==> src/rtl/dmem_pkg.sv <==
// Shared definitions for the memory-stage data access unit: FSM states and funct3 size codes.
package dmem_pkg;

    typedef enum logic [1:0] {
        IDLE = 2'd0,
        BUSY = 2'd1,
        DONE = 2'd2
    } stateT;

    localparam logic [2:0] F3_B  = 3'b000;
    localparam logic [2:0] F3_H  = 3'b001;
    localparam logic [2:0] F3_W  = 3'b010;
    localparam logic [2:0] F3_BU = 3'b100;
    localparam logic [2:0] F3_HU = 3'b101;

endpackage

==> src/rtl/dmem_lane_align.sv <==
// Combinational lane steering: byte enables and lane-shifted store data from size and address offset.
// With DMEM_MISALIGN_TRAP_EN defined it also flags halfword/word accesses that are not naturally aligned.
module dmem_lane_align
    import dmem_pkg::*;
(
    input  logic [2:0]  funct3,
    input  logic [1:0]  addrLo,
    input  logic [31:0] writeData,
`ifdef DMEM_MISALIGN_TRAP_EN
    output logic        misalign,
`endif
    output logic [3:0]  byteEn,
    output logic [31:0] laneData
);

    always_comb begin
        byteEn   = 4'b1111;
        laneData = writeData;
`ifdef DMEM_MISALIGN_TRAP_EN
        misalign = (addrLo != 2'b00);
`endif
        case (funct3)
            F3_B, F3_BU: begin
                byteEn   = 4'b0001 << addrLo;
                laneData = writeData << {addrLo, 3'b000};
`ifdef DMEM_MISALIGN_TRAP_EN
                misalign = 1'b0;
`endif
            end
            F3_H, F3_HU: begin
                // addr[0] is dropped here; it only matters to the trap check
                byteEn   = 4'b0011 << {addrLo[1], 1'b0};
                laneData = writeData << {addrLo[1], 4'b0000};
`ifdef DMEM_MISALIGN_TRAP_EN
                misalign = addrLo[0];
`endif
            end
            default: begin
                byteEn   = 4'b1111;
                laneData = writeData;
            end
        endcase
    end

endmodule

==> src/rtl/dmem_access_unit.sv <==
// Memory-stage data access unit: one req/ack bus transaction per load/store, with a bus watchdog.
// Optional DMEM_MISALIGN_TRAP_EN: misaligned h/w accesses skip the bus and complete with an error.
module dmem_access_unit
    import dmem_pkg::*;
#(
    parameter int TIMEOUT = 255,
    parameter int TIMER_W = 8
) (
    input  logic        clk,
    input  logic        reset,
    input  logic        MemReqM,
    input  logic        MemWriteM,
    input  logic [2:0]  Funct3M,
    input  logic [31:0] ALUResultM,
    input  logic [31:0] WriteDataM,
    output logic [31:0] MemDataM,
    output logic        DoneM,
    output logic        StallM,
    output logic        BusErrM,
`ifdef DMEM_MISALIGN_TRAP_EN
    output logic        MisalignM,
`endif
    output logic        bus_req,
    output logic        bus_we,
    output logic [31:0] bus_addr,
    output logic [31:0] bus_wdata,
    output logic [3:0]  bus_be,
    input  logic        bus_ack,
    input  logic [31:0] bus_rdata
);

    localparam logic [TIMER_W-1:0] TimeoutCnt = TIMER_W'(TIMEOUT);

    stateT              state;
    logic [TIMER_W-1:0] timer;
    logic [TIMER_W-1:0] waitCnt;
    logic               timeoutHit;
    logic [31:0]        rdataQ;
    logic               doneQ;
    logic               errQ;
    logic [3:0]         laneBe;
    logic [31:0]        laneData;
    logic               trapReq;

`ifdef DMEM_MISALIGN_TRAP_EN
    logic misalign;
    logic misQ;

    assign trapReq   = misalign;
    assign MisalignM = misQ;
`else
    assign trapReq = 1'b0;
`endif

    dmem_lane_align uLaneAlign (
        .funct3    (Funct3M),
        .addrLo    (ALUResultM[1:0]),
        .writeData (WriteDataM),
`ifdef DMEM_MISALIGN_TRAP_EN
        .misalign  (misalign),
`endif
        .byteEn    (laneBe),
        .laneData  (laneData)
    );

    // timer counts finished wait cycles; the cycle that would reach TIMEOUT ends the access
    assign waitCnt    = timer + TIMER_W'(1);
    assign timeoutHit = (TIMEOUT != 0) && (waitCnt == TimeoutCnt);

    assign StallM   = MemReqM & (state != DONE);
    assign MemDataM = rdataQ;
    assign DoneM    = doneQ;
    assign BusErrM  = errQ;

    always_ff @(posedge clk or negedge reset) begin
        if (!reset) begin
            state     <= IDLE;
            timer     <= '0;
            rdataQ    <= '0;
            doneQ     <= 1'b0;
            errQ      <= 1'b0;
            bus_req   <= 1'b0;
            bus_we    <= 1'b0;
            bus_addr  <= '0;
            bus_wdata <= '0;
            bus_be    <= '0;
`ifdef DMEM_MISALIGN_TRAP_EN
            misQ      <= 1'b0;
`endif
        end else begin
            doneQ <= 1'b0;
            errQ  <= 1'b0;
`ifdef DMEM_MISALIGN_TRAP_EN
            misQ  <= 1'b0;
`endif
            case (state)
                IDLE: begin
                    timer <= '0;
                    if (MemReqM && trapReq) begin
                        rdataQ <= '0;
                        doneQ  <= 1'b1;
                        errQ   <= 1'b1;
`ifdef DMEM_MISALIGN_TRAP_EN
                        misQ   <= 1'b1;
`endif
                        state  <= DONE;
                    end else if (MemReqM) begin
                        bus_req   <= 1'b1;
                        bus_we    <= MemWriteM;
                        bus_addr  <= {ALUResultM[31:2], 2'b00};
                        bus_wdata <= laneData;
                        bus_be    <= laneBe;
                        state     <= BUSY;
                    end
                end
                BUSY: begin
                    // ack has priority over a coincident timeout
                    if (bus_ack) begin
                        if (!bus_we) rdataQ <= bus_rdata;
                        bus_req <= 1'b0;
                        doneQ   <= 1'b1;
                        state   <= DONE;
                    end else if (timeoutHit) begin
                        bus_req <= 1'b0;
                        rdataQ  <= '0;
                        doneQ   <= 1'b1;
                        errQ    <= 1'b1;
                        state   <= DONE;
                    end else begin
                        timer <= waitCnt;
                    end
                end
                DONE: begin
                    timer <= '0;
                    state <= IDLE;
                end
                default: state <= IDLE;
            endcase
        end
    end

endmodule

==> config.mk <==
export PLATFORM = sky130hd
export DESIGN_NAME = dmem_access_unit
export DESIGN_NICKNAME = d
export VERILOG_FILES = /design/src/rtl/dmem_pkg.sv /design/src/rtl/dmem_lane_align.sv /design/src/rtl/dmem_access_unit.sv
export SDC_FILE = /design/constraint.sdc
export NUM_CORES = 1
export LEC_CHECK = 0
export BUFFER_PORTS_ARGS = -buffer_cell sky130_fd_sc_hd__clkbuf_2
export CAP_MARGIN = 20
export CORE_ASPECT_RATIO = 1.2
export CORE_MARGIN = 1.5
export CORE_UTILIZATION = 46
export DETAILED_ROUTE_END_ITERATION = 8
export GPL_TIMING_DRIVEN = 0
export PLACE_DENSITY_LB_ADDON = 0.2
export SETUP_SLACK_MARGIN = 0.15
export SYNTH_ARGS = -nofsm -noshare
export SYNTH_HDL_FRONTEND = slang
export SYNTH_HIERARCHICAL = 1
export SYNTH_SLANG_ARGS = --single-unit
==> constraint.sdc <==
create_clock -name clk -period 1.9 [get_ports clk]
set_input_delay 0.095 -clock clk [delete_from_list [all_inputs] [get_ports clk]]
set_output_delay 0.095 -clock clk [all_outputs]
set_load 0.01 [all_outputs]
==> After elaboration in Yosys (flattened, before gate mapping) <==
Index checks and enable logic that the tools add are counted.
{ "totals": {"ff_bits": 112, "latch_bits": 0, "ramBits": 0, "rom_bits": 0, "in_bits": 104, "output_inout_bits": 105, "wordCells": 62, "mem_count": 0} }
{ "classes": {"addsub": 1, "multipliers": 0, "n_div": 0, "order_cmp": 0, "n_eq_ne": 12, "n_shift": 4, "muxes": 21, "bitwise_logic": 1, "n_reduce_logical": 13} }
{ "ops": {"columns": ["cell", "n"], "rows": [
  ["two-way mux 32 bit", 3],
  ["case mux 32 bit (2 select lines)", 1],
  ["<< shifter 32 x 5 -> 32 bit", 2],
  ["two-way mux 8 bit", 2],
  ["case mux 8 bit (2 select lines)", 1],
  ["!= test 2 bit, second input constant", 5],
  ["AND reduction 3 bit", 3],
  ["adder 8 x 1 -> 8 bit, second input constant", 1],
  ["== test 8 bit, second input constant", 1],
  ["two-way mux 1 bit", 8],
  ["case mux 4 bit (2 select lines)", 1],
  ["== test 3 bit, second input constant", 2],
  ["two-way mux 2 bit", 3],
  ["nonzero test 2 bit", 3],
  ["OR reduction 2 bit", 3],
  ["case mux 2 bit (2 select lines)", 1],
  ["AND reduction 2 bit", 2],
  ["<< shifter 1 x 2 -> 4 bit, first input constant", 1],
  ["<< shifter 2 x 2 -> 4 bit, first input constant", 1],
  ["== test 3 x 1 -> 1 bit, second input constant", 1],
  ["logical NOT 3 bit", 1],
  ["!= test 3 bit, second input constant", 1],
  ["== test 2 x 1 -> 1 bit, second input constant", 1],
  ["== test 2 bit, second input constant", 1],
  ["3 further kinds", 3]
]} }

==> Depth between registers and ports, before layout <==
Gate-level depths: netlist (run 1).
{ "logic_depth": {"depth_word": 5, "ltp_mapped": 7, "mapped_depth_nobuf": 6} }

==> Modules after synthesis <==
Netlist (run 1), hierarchy kept.
{ "by_module_without_submodules": {"columns": ["mod", "instances", "cells_each", "area_each_um2", "seq_area_each_um2"], "rows": [
  ["dmem_access_unit", 1, 409, 5041.1, 2802.7],
  ["dmem_lane_align", 1, 132, 884.6, 0.0]
]} }

==> Worst setup path after synthesis (run 1) <==
Ideal clock, no wire load.
{ "synth_path": {"path_kind": "reg2reg", "start": "reg timer[1]", "end": "reg rdataQ[10] (netlist: MemDataM[10])", "setup_time_ps": 130, "t_arrival_ps": 1791, "required_ps": 1770, "setup_slack_ps": -21, "path_stages_with_launch": 8, "path_buffers": 1, "synth_period_minus_slack_ps": 1921, "path_cell_list": "dfrtp_1 -> ha_1 -> nand3_2 -> or3_1 -> a211o_4 -> nor2_8 -> buf_6 -> o21ai_0"} }
{ "synth_between": {"elab_chain_cells": 4} }
{ "synth_rtl": {"columns": ["item", "line", "rtl"], "rows": [
  ["start, declared", "dmem_access_unit.sv:35", "logic [TIMER_W-1:0] timer;"],
  ["start signal, assigned", "dmem_access_unit.sv:130", "timer <= waitCnt;"],
  ["adder 8 x 1 -> 8 bit", "dmem_access_unit.sv:67", "assign waitCnt = timer + TIMER_W'(1);"],
  ["== test 8 bit", "dmem_access_unit.sv:68", "assign timeoutHit = (TIMEOUT != 0) && (waitCnt == TimeoutCnt);"],
  ["nonzero test 2 bit (no source line)", null, null],
  ["AND reduction 3 bit (no source line)", null, null],
  ["end signal, assigned", "dmem_access_unit.sv:119", "if (!bus_we) rdataQ <= bus_rdata;"],
  ["end, declared", "dmem_access_unit.sv:38", "logic [31:0] rdataQ;"]
]} }
Every way passes these cells.
A chain may end at the register's enable or synchronous reset.

==> Worst setup path in the final report (run 1) <==
{ "layout_path": {"start": "reg timer[0]", "end": "reg doneQ (netlist: DoneM)"} }
{ "layout_between": {"elab_chain_cells": 5} }
{ "layout_rtl": {"columns": ["item", "line", "rtl"], "rows": [
  ["adder 8 x 1 -> 8 bit", "dmem_access_unit.sv:67", null],
  ["== test 8 bit", "dmem_access_unit.sv:68", null],
  ["two-way mux 1 bit", "dmem_access_unit.sv:123", "end else if (timeoutHit) begin"],
  ["two-way mux 1 bit", "dmem_access_unit.sv:118", "if (bus_ack) begin"],
  ["two-way mux 1 bit", null, null],
  ["end signal, assigned", "dmem_access_unit.sv:80", "doneQ <= 1'b0;"],
  ["end signal, assigned", "dmem_access_unit.sv:121", "doneQ <= 1'b1;"],
  ["end signal, assigned", "dmem_access_unit.sv:126", "doneQ <= 1'b1;"],
  ["end, declared", "dmem_access_unit.sv:39", "logic doneQ;"]
]} }
Every way passes these cells.

==> reports/qor.txt, run 1 <==
TIMING
----------------------------------------------------------------------------------------------------
Max-slew headroom at the worst pin ....................................................        39.9%
Portion of the clock cycle consumed by the worst path in the final layout .............         102%
Hold WS ...............................................................................    0.0859 ns
Pins over their slew limit ............................................................            0
Worst-Margin Slew .....................................................................     0.901 ns
Worst-case clock skew .................................................................    0.0148 ns
Slack of the critical path ............................................................   -0.0313 ns
Final setup viols .....................................................................           25
Crit path time final ..................................................................      1.93 ns
Setup repair after global routing missed its margin ...................................         true
F_max .................................................................................    0.518 GHz
Final setup TNS .......................................................................    -0.421 ns
Number of endpoints with negative hold slack in the final report ......................            0

CTS
----------------------------------------------------------------------------------------------------
TritonCTS clock tree ..................................................................        built
Root buffer selected by CTS ...........................................................    clkbuf_16
Clock sinks ...........................................................................          112
Clock latency on the worst-skew pair ..................................................      0.36 ns
Number of buffers created by CTS ......................................................            9
Maximum level of the CTS H-tree .......................................................            3
Clock-pin slew reported for the worst setup and hold paths after clock tree synthesis .      0.08 ns
Max Buffers Root-to-Sink ..............................................................            2

SYNTH
----------------------------------------------------------------------------------------------------
Share of synthesized area occupied by flip-flops and latches ..........................        47.3%
Number of distinct library cells after synthesis ......................................           52
Synthesized area ......................................................................     5930 um2
Most used DFF post-synth ..............................................................      dfrtp_1
Share of async-settable or async-resettable flops after synthesis .....................         100%
Yosys warns ...........................................................................            6
Number of flops mapped to enable cells by yosys .......................................            0
Synth Instances .......................................................................          541
Mean Syn Cell Area ....................................................................     11.0 um2
Flip-flop and latch count after synthesis .............................................          112

CELLS AND AREA
----------------------------------------------------------------------------------------------------
Commonest non-fill, non-tap cells in the layout ....................................... clkbuf_2 (213), dfrtp_1 (109), mux2_2 (67)
Post-layout net count .................................................................          906
Area added between synthesis and finish ...............................................        35.2%
Antenna Diode Count ...................................................................            0
Final core area utilization ...........................................................        63.5%
Layout cell share with drive strength beyond 1 ........................................        45.6%
Most common cell after layout, fill and taps aside ....................................     clkbuf_2

WORST SETUP PATH
----------------------------------------------------------------------------------------------------
Worst R2R Path Depth ..................................................................            7
Top fanout value on the critical path .................................................           10
CP endpoint ........................................................................... DoneM$_DFF_PN0_
CP endpoint kind ......................................................................         flop
Critical Path Start Type ..............................................................         flop
Required time of the critical path ....................................................      2.19 ns
Worst r2r src ......................................................................... timer[0]$_DFFE_PN0P_
Worst Path Arrival ....................................................................      2.22 ns
Launching instance or port of the critical path ....................................... timer[0]$_DFFE_PN0P_
Critical Setup Path Class ............................................................. flop to flop
Slack of the worst reg-to-reg path ....................................................     -0.03 ns
Worst flop-to-flop path endpoint ...................................................... DoneM$_DFF_PN0_

OUTCOME
----------------------------------------------------------------------------------------------------
Outcome ............................................................................... finished with violations
Violations in the final reports ....................................................... negative setup slack

ROUTE
----------------------------------------------------------------------------------------------------
Final wirelength ......................................................................      16.5 mm
Met2 WL ...............................................................................      8.63 mm
Highest Signal Layer ..................................................................         met4
DRC marker count from the first detailed-route iteration ..............................          230
Detailed-route wire length per cell ...................................................      17.1 um
Met3 wire len .........................................................................       988 um
Ratio of routed vias to standard cells ................................................         5.49
Post-route DRC ........................................................................            0
Met1 Wirelength .......................................................................      6.67 mm
Total iterations of the first detailed-routing run ....................................            5
Post-route ant nets ...................................................................            0
Vias after detailed routing ...........................................................         5319

POWER AND IR DROP
----------------------------------------------------------------------------------------------------
Power per cell area ...................................................................  1290 nW/um2
Leak Pwr ..............................................................................      3.68 nW
Maximum vdd drop ......................................................................     0.674 mV

FLOORPLANNING
----------------------------------------------------------------------------------------------------
Die Y-Extent ..........................................................................       127 um
Starting Density ......................................................................        47.0%
Site row count ........................................................................           45
Placeable core area ...................................................................    12600 um2
Top-level I/O count ...................................................................          209
Die width .............................................................................       107 um
Die area ..............................................................................    13600 um2

GLOBAL ROUTE
----------------------------------------------------------------------------------------------------
Total track usage .....................................................................        24.4%
Maximum number of pins on one net before global-route repair ..........................          113
Sum of overflow across all layers after global routing ................................            0
Vias in the first global route ........................................................         5268
Antenna violations before repair ......................................................            0
First-pass GRT wire length ............................................................      26.4 mm

MIN PATH
----------------------------------------------------------------------------------------------------
Type of the worst min-delay path ...................................................... primary input to flop

PLACEMENT
----------------------------------------------------------------------------------------------------
Placer Congestion .....................................................................        0.923
Port Buffers ..........................................................................          204
Sum of net half-perimeters after detailed placement ...................................      11.9 mm

RUN
----------------------------------------------------------------------------------------------------
# Max-Cap Violations ..................................................................            0

layout make-up:
class | instances | area [um2]
flip-flops and latches | 112 | 2810
fillers | 1056 | 4600
clock inverters | 7 | 72.6
well taps | 164 | 205
clock buffers | 9 | 225
inverters | 5 | 18.8
multi-input cells | 376 | 2970
plain buffers | 49 | 269
repair buffers | 247 | 1450
registers in the layout, indices dropped and copies added (netlist names):
signal	count
BusErrM	1
bus_we	1
bus_be	4
MemDataM	32
bus_wdata	32
bus_req	1
DoneM	1
bus_addr	30
state	2
timer	8
worst min path at each step:
| stage | startpoint | slack, ns | cells after the start | end |
|---|---|---|---|---|
| 5_1_grt | bus_rdata[7] | 0.09 | 4 | MemDataM[7]$_DFFE_PN0P_ |
| 4_1_cts | bus_rdata[12] | 0.08 | 4 | MemDataM[12]$_DFFE_PN0P_ |
| 2_1_floorplan | reset | -0.20 | 0 | BusErrM$_DFF_PN0_ |
| 3_5_place_dp | reset | 0.29 | 1 | MemDataM[27]$_DFFE_PN0P_ |
| 6_report | bus_rdata[15] | 0.09 | 4 | MemDataM[15]$_DFFE_PN0P_ |
| 3_3_place_gp | ALUResultM[8] | 0.33 | 2 | bus_addr[8]$_DFFE_PN0P_ |
kinds of logic (layout without fill, tap and decap cells):
logic type	after synthesis	in the layout	share of synthesized area [%]
simple gates	124	124	12.6
compound gates	174	174	21.2
mux	69	69	13.1
other cells	1	2	0.0633
fa+ha+maj	2	2	0.422
xor+xnor	5	5	0.866
flops	112	112	47.3
buf+inv	54	317	4.43
stage by stage:
stage / worst slack [ns] / std cells / area, um2 / power [W]
6_report: -0.0313 / 969 / 8010 / 0.0103
4_1_cts: 0.00310 / 969 / 7990 / 0.0104
3_3_place_gp: -0.888 / 910 / 7180 / 0.00811
5_1_grt: -0.0929 / 969 / 8010 / 0.0110
3_5_place_dp: -0.301 / 910 / 7190 / 0.00829
2_1_floorplan: 0.0379 / 542 / 5950 / 0.00653
worst max-delay path: stages, from the launching register on:
cell     delay, ns
dfrtp_2       0.39
ha_4          0.17
nand3_4       0.08
or3_4         0.35
a211o_4       0.39
nor2_8        0.17
buf_6         0.17
o21a_1        0.14
cell usage after synthesis, types with 11 or more instances:
master / n / share of area (%)
o21ai_1: 11 / 0.93
clkbuf_1: 28 / 1.8
a21oi_1: 21 / 1.8
dfrtp_1: 112 / 47
a22o_1: 31 / 4.6
mux2_2: 67 / 13
nand2b_1: 45 / 4.8
a22oi_1: 40 / 5.1
buf_2: 12 / 1.0
nand2_1: 31 / 2.0
o21ai_0: 34 / 2.9
per-layer routing:
layer | track usage [%] | vias up
li1 | - | 2517
met3 | 4.85 | 21
met4 | 7.29 | 0
met5 | 0 | -
met2 | 43.1 | 191
met1 | 30.1 | 2590
timing repair:
| item | CTS | global route |
|---|---|---|
| resized for setup | 44 | 9 |
| endpoints found under the hold margin | 143 | 0 |
| pin swaps | 3 | 0 |
| hold buffers | 32 | 0 |
| setup endpoints to repair | 110 | 48 |
| buffers inserted | 11 | 0 |
power by group:
| group | switching (W) | internal [W] | total, W |
|---|---|---|---|
| sequential | 0.000726 | 0.00336 | 0.00409 |
| clock | 0.000964 | 0.000931 | 0.00189 |
| combinational | 0.00214 | 0.00217 | 0.00431 |
No activity file was read; power rests on OpenSTA's default activity.
==> run 2, diff against run 1 <==
--- a/config.mk
+++ b/config.mk
@@ -7,12 +7,11 @@
 export LEC_CHECK = 0
 export BUFFER_PORTS_ARGS = -buffer_cell sky130_fd_sc_hd__clkbuf_2
 export CAP_MARGIN = 20
-export CORE_ASPECT_RATIO = 1.2
 export CORE_MARGIN = 1.5
 export CORE_UTILIZATION = 46
 export DETAILED_ROUTE_END_ITERATION = 8
 export GPL_TIMING_DRIVEN = 0
-export PLACE_DENSITY_LB_ADDON = 0.2
+export PLACE_DENSITY = 0.86
 export SETUP_SLACK_MARGIN = 0.15
 export SYNTH_ARGS = -nofsm -noshare
 export SYNTH_HDL_FRONTEND = slang
==> reports/qor.txt, run 2 (same netlist as run 1, synthesis figures left out) <==
TIMING
----------------------------------------------------------------------------------------------------
Final setup TNS .......................................................................    -0.237 ns
Worst-case clock skew .................................................................   0.00903 ns
F_max .................................................................................    0.521 GHz
Crit path time final ..................................................................      1.92 ns
Max-slew headroom at the worst pin ....................................................        40.7%
Pins over their slew limit ............................................................            0
Final setup viols .....................................................................           26
Number of endpoints with negative hold slack in the final report ......................            0
Worst-Margin Slew .....................................................................     0.889 ns
Slack of the critical path ............................................................   -0.0191 ns
Portion of the clock cycle consumed by the worst path in the final layout .............         101%
Setup repair after global routing missed its margin ...................................         true

MIN PATH
----------------------------------------------------------------------------------------------------
Hold Crit Start ....................................................................... bus_rdata[29]
Type of the worst min-delay path ...................................................... primary input to flop
Endpoint, Worst Hold .................................................................. MemDataM[29]$_DFFE_PN0P_
Number of instances on the worst hold path ............................................            4

CTS
----------------------------------------------------------------------------------------------------
Clock latency on the worst-skew pair ..................................................      0.36 ns
TritonCTS clock tree ..................................................................        built
Max Buffers Root-to-Sink ..............................................................            2
Maximum level of the CTS H-tree .......................................................            3
Number of buffers created by CTS ......................................................            9
Clock-pin slew reported for the worst setup and hold paths after clock tree synthesis .      0.07 ns
Clock sinks ...........................................................................          112
Root buffer selected by CTS ...........................................................    clkbuf_16

RUN
----------------------------------------------------------------------------------------------------
# Max-Cap Violations ..................................................................            0

GLOBAL ROUTE
----------------------------------------------------------------------------------------------------
Total track usage .....................................................................        25.1%
Maximum number of pins on one net before global-route repair ..........................          113
First-pass GRT wire length ............................................................      26.2 mm
Antenna violations before repair ......................................................            0
Vias in the first global route ........................................................         5196
Sum of overflow across all layers after global routing ................................            0

WORST SETUP PATH
----------------------------------------------------------------------------------------------------
Worst flop-to-flop path endpoint ...................................................... MemDataM[24]$_DFFE_PN0P_
Slack of the worst reg-to-reg path ....................................................     -0.02 ns
CP endpoint kind ......................................................................         flop
Worst Path Arrival ....................................................................      2.16 ns
Worst r2r src ......................................................................... timer[0]$_DFFE_PN0P_
Top fanout value on the critical path .................................................           10
Critical Setup Path Class ............................................................. flop to flop
Worst R2R Path Depth ..................................................................            8
Required time of the critical path ....................................................      2.14 ns
Critical Path Start Type ..............................................................         flop

ROUTE
----------------------------------------------------------------------------------------------------
Vias after detailed routing ...........................................................         5353
Detailed-route wire length per cell ...................................................      16.9 um
Post-route DRC ........................................................................            0
Final wirelength ......................................................................      16.6 mm
Ratio of routed vias to standard cells ................................................         5.46
Post-route ant nets ...................................................................            0
Total iterations of the first detailed-routing run ....................................            4
DRC marker count from the first detailed-route iteration ..............................          412

CELLS AND AREA
----------------------------------------------------------------------------------------------------
Antenna Diode Count ...................................................................            0
Most common cell after layout, fill and taps aside ....................................     clkbuf_2
Non-Filler Cell Area, Final ...........................................................     8050 um2
Area taken by multi-input logic gates .................................................     2990 um2
Layout cell share with drive strength beyond 1 ........................................        46.2%
Total area of sequential cells ........................................................     2810 um2
Area added between synthesis and finish ...............................................        35.9%
Commonest non-fill, non-tap cells in the layout ....................................... clkbuf_2 (208), dfrtp_1 (110), mux2_2 (67)
Fill count ............................................................................         1042
Post-layout net count .................................................................          910
Final core area utilization ...........................................................        63.8%

FLOORPLANNING
----------------------------------------------------------------------------------------------------
Die area ..............................................................................    13600 um2
Starting Density ......................................................................        47.0%
Placeable core area ...................................................................    12600 um2
Site row count ........................................................................           41
Die Y-Extent ..........................................................................       117 um
Die width .............................................................................       117 um
Top-level I/O count ...................................................................          209

POWER AND IR DROP
----------------------------------------------------------------------------------------------------
Power per cell area ...................................................................  1280 nW/um2
Leak Pwr ..............................................................................      3.64 nW
Maximum vdd drop ......................................................................     0.866 mV

PLACEMENT
----------------------------------------------------------------------------------------------------
Cell area after placement .............................................................     7200 um2
Port Buffers ..........................................................................          204
Sum of net half-perimeters after detailed placement ...................................      11.5 mm
Placer Congestion .....................................................................        0.927

OUTCOME
----------------------------------------------------------------------------------------------------
Outcome ............................................................................... finished with violations
Violations in the final reports ....................................................... negative setup slack

==> run 2: critical path: stages, from the launching register on <==
cell	delay [ns]
dfrtp_2	0.43
ha_4	0.19
buf_6	0.12
xor2_1	0.15
nand4_1	0.15
a211o_4	0.35
nor2_8	0.16
buf_6	0.16
o21ai_1	0.08
==> run 2: through the flow <==
| stage | total power, W | setup WS, ns | instances | hold slack [ns] |
|---|---|---|---|---|
| after floorplan | 0.00653 | 0.0379 | 542 | -0.201 |
| after global placement | 0.00813 | -0.851 | 918 | 0.327 |
| after detailed placement | 0.00826 | -0.323 | 918 | 0.281 |
| after CTS | 0.0102 | 0.0213 | 979 | 0.0613 |
| after global routing | 0.0110 | -0.160 | 980 | 0.0835 |
| final | 0.0103 | -0.0191 | 980 | 0.0750 |
==> run 2: final cells by class <==
type                            count  area share, %
Tap cell                          172           2.67
Buffer                             49           3.39
Timing Repair Buffer              249           18.2
Inverter                            5          0.233
Multi-Input combinational cell    378           37.2
Clock inverter                      5          0.497
Sequential cell                   112           34.8
Clock buffer                       10           2.97
==> run 2: what timing repair did <==
item	in CTS	in global routing
endpoints found under the hold margin	143	0
setup endpoints to repair	110	56
setup buffers	11	1
hold buffers	32	0
gates cloned	3	0
pin swaps	6	7
gates resized for setup	30	35
==> run 2: where the power goes <==
| part | switching (W) | internal (W) | leakage (nW) | total [W] |
|---|---|---|---|---|
| sequential | 0.000751 | 0.00336 | 1.28 | 0.00411 |
| clock | 0.000878 | 0.000930 | 0.133 | 0.00181 |
| combinational | 0.00215 | 0.00220 | 2.22 | 0.00435 |
| total | 0.00378 | 0.00649 | 3.64 | 0.0103 |
==> run 2: worst max path at each step <==
stage,startpoint,to,slack [ns],cells after the start
6_report,timer[0]$_DFFE_PN0P_,MemDataM[24]$_DFFE_PN0P_,-0.02,8
5_1_grt,timer[1]$_DFFE_PN0P_,MemDataM[15]$_DFFE_PN0P_,-0.16,8
4_1_cts,timer[1]$_DFFE_PN0P_,MemDataM[10]$_DFFE_PN0P_,0.02,7
3_5_place_dp,state[1]$_DFFE_PN0P_,bus_wdata[23]$_DFFE_PN0P_,-0.32,4
3_3_place_gp,reset,bus_addr[4]$_DFFE_PN0P_,-0.85,1
2_1_floorplan,timer[0]$_DFFE_PN0P_,MemDataM[10]$_DFFE_PN0P_,0.04,7
==> run 2: layer usage <==
metal,global-route usage [%],wire (um),vias to the layer above
met3,5.66,1070,29
li1,-,-,2519
met1,32.3,6800,2601
met5,0,0,-
met2,40.4,8230,204
met4,11.7,460,0
==> run 3, diff against run 2 <==
--- a/config.mk
+++ b/config.mk
@@ -8,12 +8,11 @@
 export BUFFER_PORTS_ARGS = -buffer_cell sky130_fd_sc_hd__clkbuf_2
 export CAP_MARGIN = 20
 export CORE_MARGIN = 1.5
-export CORE_UTILIZATION = 46
+export CORE_UTILIZATION = 45
 export DETAILED_ROUTE_END_ITERATION = 8
 export GPL_TIMING_DRIVEN = 0
-export PLACE_DENSITY = 0.86
+export PLACE_DENSITY = 0.85
 export SETUP_SLACK_MARGIN = 0.15
 export SYNTH_ARGS = -nofsm -noshare
 export SYNTH_HDL_FRONTEND = slang
-export SYNTH_HIERARCHICAL = 1
 export SYNTH_SLANG_ARGS = --single-unit
==> reports/qor.txt, run 3 <==
SYNTH
----------------------------------------------------------------------------------------------------
Flip-flop and latch count after synthesis .............................................          112
Synthesized area ......................................................................     5510 um2
Post-synth top area share .............................................................        50.9%
Top post-synthesis cells by count ..................................................... nand2_1 (153), dfrtp_1 (112), a22o_1 (71)
Mean Syn Cell Area ....................................................................     9.28 um2
Yosys warns ...........................................................................            0
Number of distinct library cells after synthesis ......................................           42
Most used DFF post-synth ..............................................................      dfrtp_1
Number of flops mapped to enable cells by yosys .......................................            0
Share of synthesized area occupied by flip-flops and latches ..........................        50.9%
Synth Instances .......................................................................          593
Largest cells by area after synthesis ................................................. dfrtp_1 (51%), a22o_1 (11%), nand2_1 (10%), a21o_1 (3.8%), o21ai_0 (3.5%)
Most frequent cell after synthesis ....................................................      nand2_1
Share of async-settable or async-resettable flops after synthesis .....................         100%
Leading area contributor after synthesis ..............................................      dfrtp_1

TIMING
----------------------------------------------------------------------------------------------------
Hold WS ...............................................................................    0.0210 ns
Worst-Margin Slew .....................................................................     0.907 ns
Setup repair after global routing missed its margin ...................................         true
F_max .................................................................................    0.493 GHz
Slack of the critical path ............................................................    -0.128 ns
Worst-case clock skew .................................................................   0.00859 ns
Max-slew headroom at the worst pin ....................................................        39.5%
Final setup viols .....................................................................           39
Pins over their slew limit ............................................................            0
Portion of the clock cycle consumed by the worst path in the final layout .............         107%
Final setup TNS .......................................................................     -3.60 ns
Crit path time final ..................................................................      2.03 ns
Number of endpoints with negative hold slack in the final report ......................            0

ROUTE
----------------------------------------------------------------------------------------------------
Vias after detailed routing ...........................................................         5583
Total iterations of the first detailed-routing run ....................................            5
DRC marker count from the first detailed-route iteration ..............................          379
Post-route ant nets ...................................................................            0
Final wirelength ......................................................................      16.6 mm
Detailed-route wire length per cell ...................................................      16.5 um
Ratio of routed vias to standard cells ................................................         5.55
Post-route DRC ........................................................................            0

CELLS AND AREA
----------------------------------------------------------------------------------------------------
Final core area utilization ...........................................................        62.8%
Fill count ............................................................................          961
Most common cell after layout, fill and taps aside ....................................     clkbuf_2
Commonest non-fill, non-tap cells in the layout ....................................... clkbuf_2 (212), nand2_1 (153), dfrtp_1 (110)
Layout cell share with drive strength beyond 1 ........................................        31.9%
Total area of sequential cells ........................................................     2810 um2
Area added between synthesis and finish ...............................................        36.4%
Post-layout net count .................................................................          960
Antenna Diode Count ...................................................................            0
Area taken by multi-input logic gates .................................................     2520 um2

POWER AND IR DROP
----------------------------------------------------------------------------------------------------
Net switching share of the total power ................................................        38.3%
Net load switching power ..............................................................    0.00388 W
Combinational Power Share .............................................................        42.3%
Overall Power .........................................................................     0.0101 W
Power per cell area ...................................................................  1350 nW/um2
Maximum vdd drop ......................................................................     0.715 mV
Internal power summed over all cells ..................................................    0.00625 W
Leak Pwr ..............................................................................      3.78 nW
Share of power burned in registers ....................................................        40.1%
Clock share of power ..................................................................        17.7%

CTS
----------------------------------------------------------------------------------------------------
Maximum level of the CTS H-tree .......................................................            3
Clock-pin slew reported for the worst setup and hold paths after clock tree synthesis .      0.07 ns
Max Buffers Root-to-Sink ..............................................................            2
Number of buffers created by CTS ......................................................            9
TritonCTS clock tree ..................................................................        built
Clock latency on the worst-skew pair ..................................................      0.35 ns
Root buffer selected by CTS ...........................................................    clkbuf_16
Clock sinks ...........................................................................          112

GLOBAL ROUTE
----------------------------------------------------------------------------------------------------
First-pass GRT wire length ............................................................      26.3 mm
Sum of overflow across all layers after global routing ................................            0
Vias in the first global route ........................................................         5364
Total track usage .....................................................................        25.6%
Antenna violations before repair ......................................................            0
Maximum number of pins on one net before global-route repair ..........................          113

MIN PATH
----------------------------------------------------------------------------------------------------
Type of the worst min-delay path ...................................................... primary input to flop

FLOORPLANNING
----------------------------------------------------------------------------------------------------
Die width .............................................................................       114 um
Die Y-Extent ..........................................................................       114 um
Site row count ........................................................................           40
Placeable core area ...................................................................    12000 um2
Starting Density ......................................................................        46.0%
Top-level I/O count ...................................................................          209
Die area ..............................................................................    12900 um2

OUTCOME
----------------------------------------------------------------------------------------------------
Outcome ............................................................................... finished with violations
Violations in the final reports ....................................................... negative setup slack

PLACEMENT
----------------------------------------------------------------------------------------------------
Place WS ..............................................................................    -0.200 ns
Port Buffers ..........................................................................          203
Placer Congestion .....................................................................        0.879
Sum of net half-perimeters after detailed placement ...................................      11.1 mm

WORST SETUP PATH
----------------------------------------------------------------------------------------------------
Critical Setup Path Class ............................................................. flop to flop
Critical Path Start Type ..............................................................         flop
CP max stage cell .....................................................................       or4b_4
Critical Path Max Stage Delay .........................................................      0.52 ns
Worst Path Arrival ....................................................................      2.27 ns
CP endpoint kind ......................................................................         flop
CP Cell Sequence ...................................................................... buf_4, buf_4, nand2_2, or4b_4, o22ai_4, a21oi_4, buf_4, a21o_2
Required time of the critical path ....................................................      2.14 ns
Top fanout value on the critical path .................................................            8
CP dominant cell by count .............................................................        buf_4

RUN
----------------------------------------------------------------------------------------------------
# Max-Cap Violations ..................................................................            0

[run 3: cell types whose count changed after synthesis, moves of 10 or more]
cell	delta
a22o_1	+40
mux2_2	-67
nand2_1	+122
nor2_1	+27
nand2b_1	-40
o21ai_1	-10
a21o_1	+27
a22oi_1	-32
[run 3: path summary, 6_finish.rpt]
path / from / endpoint / slack [ns] / cells after the start
worst max-delay path: timer[0]$_DFFE_PN0P_ / MemDataM[23]$_DFFE_PN0P_ / -0.13 / 8
min in group asynchronous: reset / MemDataM[21]$_DFFE_PN0P_ / 0.40 / 2
worst min-delay path: WriteDataM[3] / bus_wdata[3]$_DFFE_PN0P_ / 0.02 / 3
worst max register to register: timer[0]$_DFFE_PN0P_ / MemDataM[23]$_DFFE_PN0P_ / -0.13 / 8
max in group asynchronous: reset / timer[1]$_DFFE_PN0P_ / 0.78 / 2
worst min register to register: bus_addr[27]$_DFFE_PN0P_ / bus_addr[27]$_DFFE_PN0P_ / 0.48 / 2
[run 3: layer usage]
layer,global-route usage [%],share of wire [%]
met4,9.75,2.4
met2,42.9,48
met3,5.69,6.9
met1,32.5,43
met5,0,0
[run 3: repair_timing]
item,in CTS,in global routing
gates resized for setup,11,30
hold buffers,33,0
setup buffers,7,4
gates cloned,1,1
endpoints found under the setup margin,91,65
pin swaps,4,6
hold endpoints to repair,144,0
[run 3: critical path, delay by kind of cell, from the launching register on]
kind	cells	cell delay, ns
AOI/OAI and AO/OA	3	0.50
DFF	1	0.42
buffers and inverters	3	0.41
and+or+nand+nor	2	0.57
[run 3: kinds of logic after synthesis]
kind of cell    count (synthesis)  synth area share (%)
fa+ha+maj                       2                 0.454
other cells                     1                0.0681
xor+xnor                        3                 0.477
compound gates                199                  26.5
buf+inv                        53                  4.25
flops                         112                  50.9
mux                             5                 0.909
simple gates                  218                  16.4
[run 3: area by class of cell]
| type | count | area share (%) |
|---|---|---|
| Sequential cell | 112 | 37.3 |
| Multi-Input combinational cell | 429 | 33.6 |
| Timing Repair Buffer | 249 | 19.6 |
| Clock buffer | 11 | 3.23 |
| Buffer | 47 | 3.03 |
| Tap cell | 147 | 2.45 |
| Clock inverter | 5 | 0.433 |
| Inverter | 6 | 0.300 |
[run 3: power groups by stage]
| stage | sequential [W] | clock (W) | combinational (W) |
|---|---|---|---|
| after floorplan | 0.00443 | 0 | 0.00204 |
| after global placement | 0.00403 | 0 | 0.00402 |
| after detailed placement | 0.00406 | 0 | 0.00411 |
| after CTS | 0.00403 | 0.00183 | 0.00422 |
| after global routing | 0.00417 | 0.00194 | 0.00468 |
| final | 0.00406 | 0.00179 | 0.00428 |
[run 3: per-stage QoR]
step,std cells,instance area [um2]
5_1_grt,1006,7510
3_5_place_dp,944,6720
2_1_floorplan,594,5510
3_3_place_gp,944,6710
4_1_cts,1001,7430
6_report,1006,7510
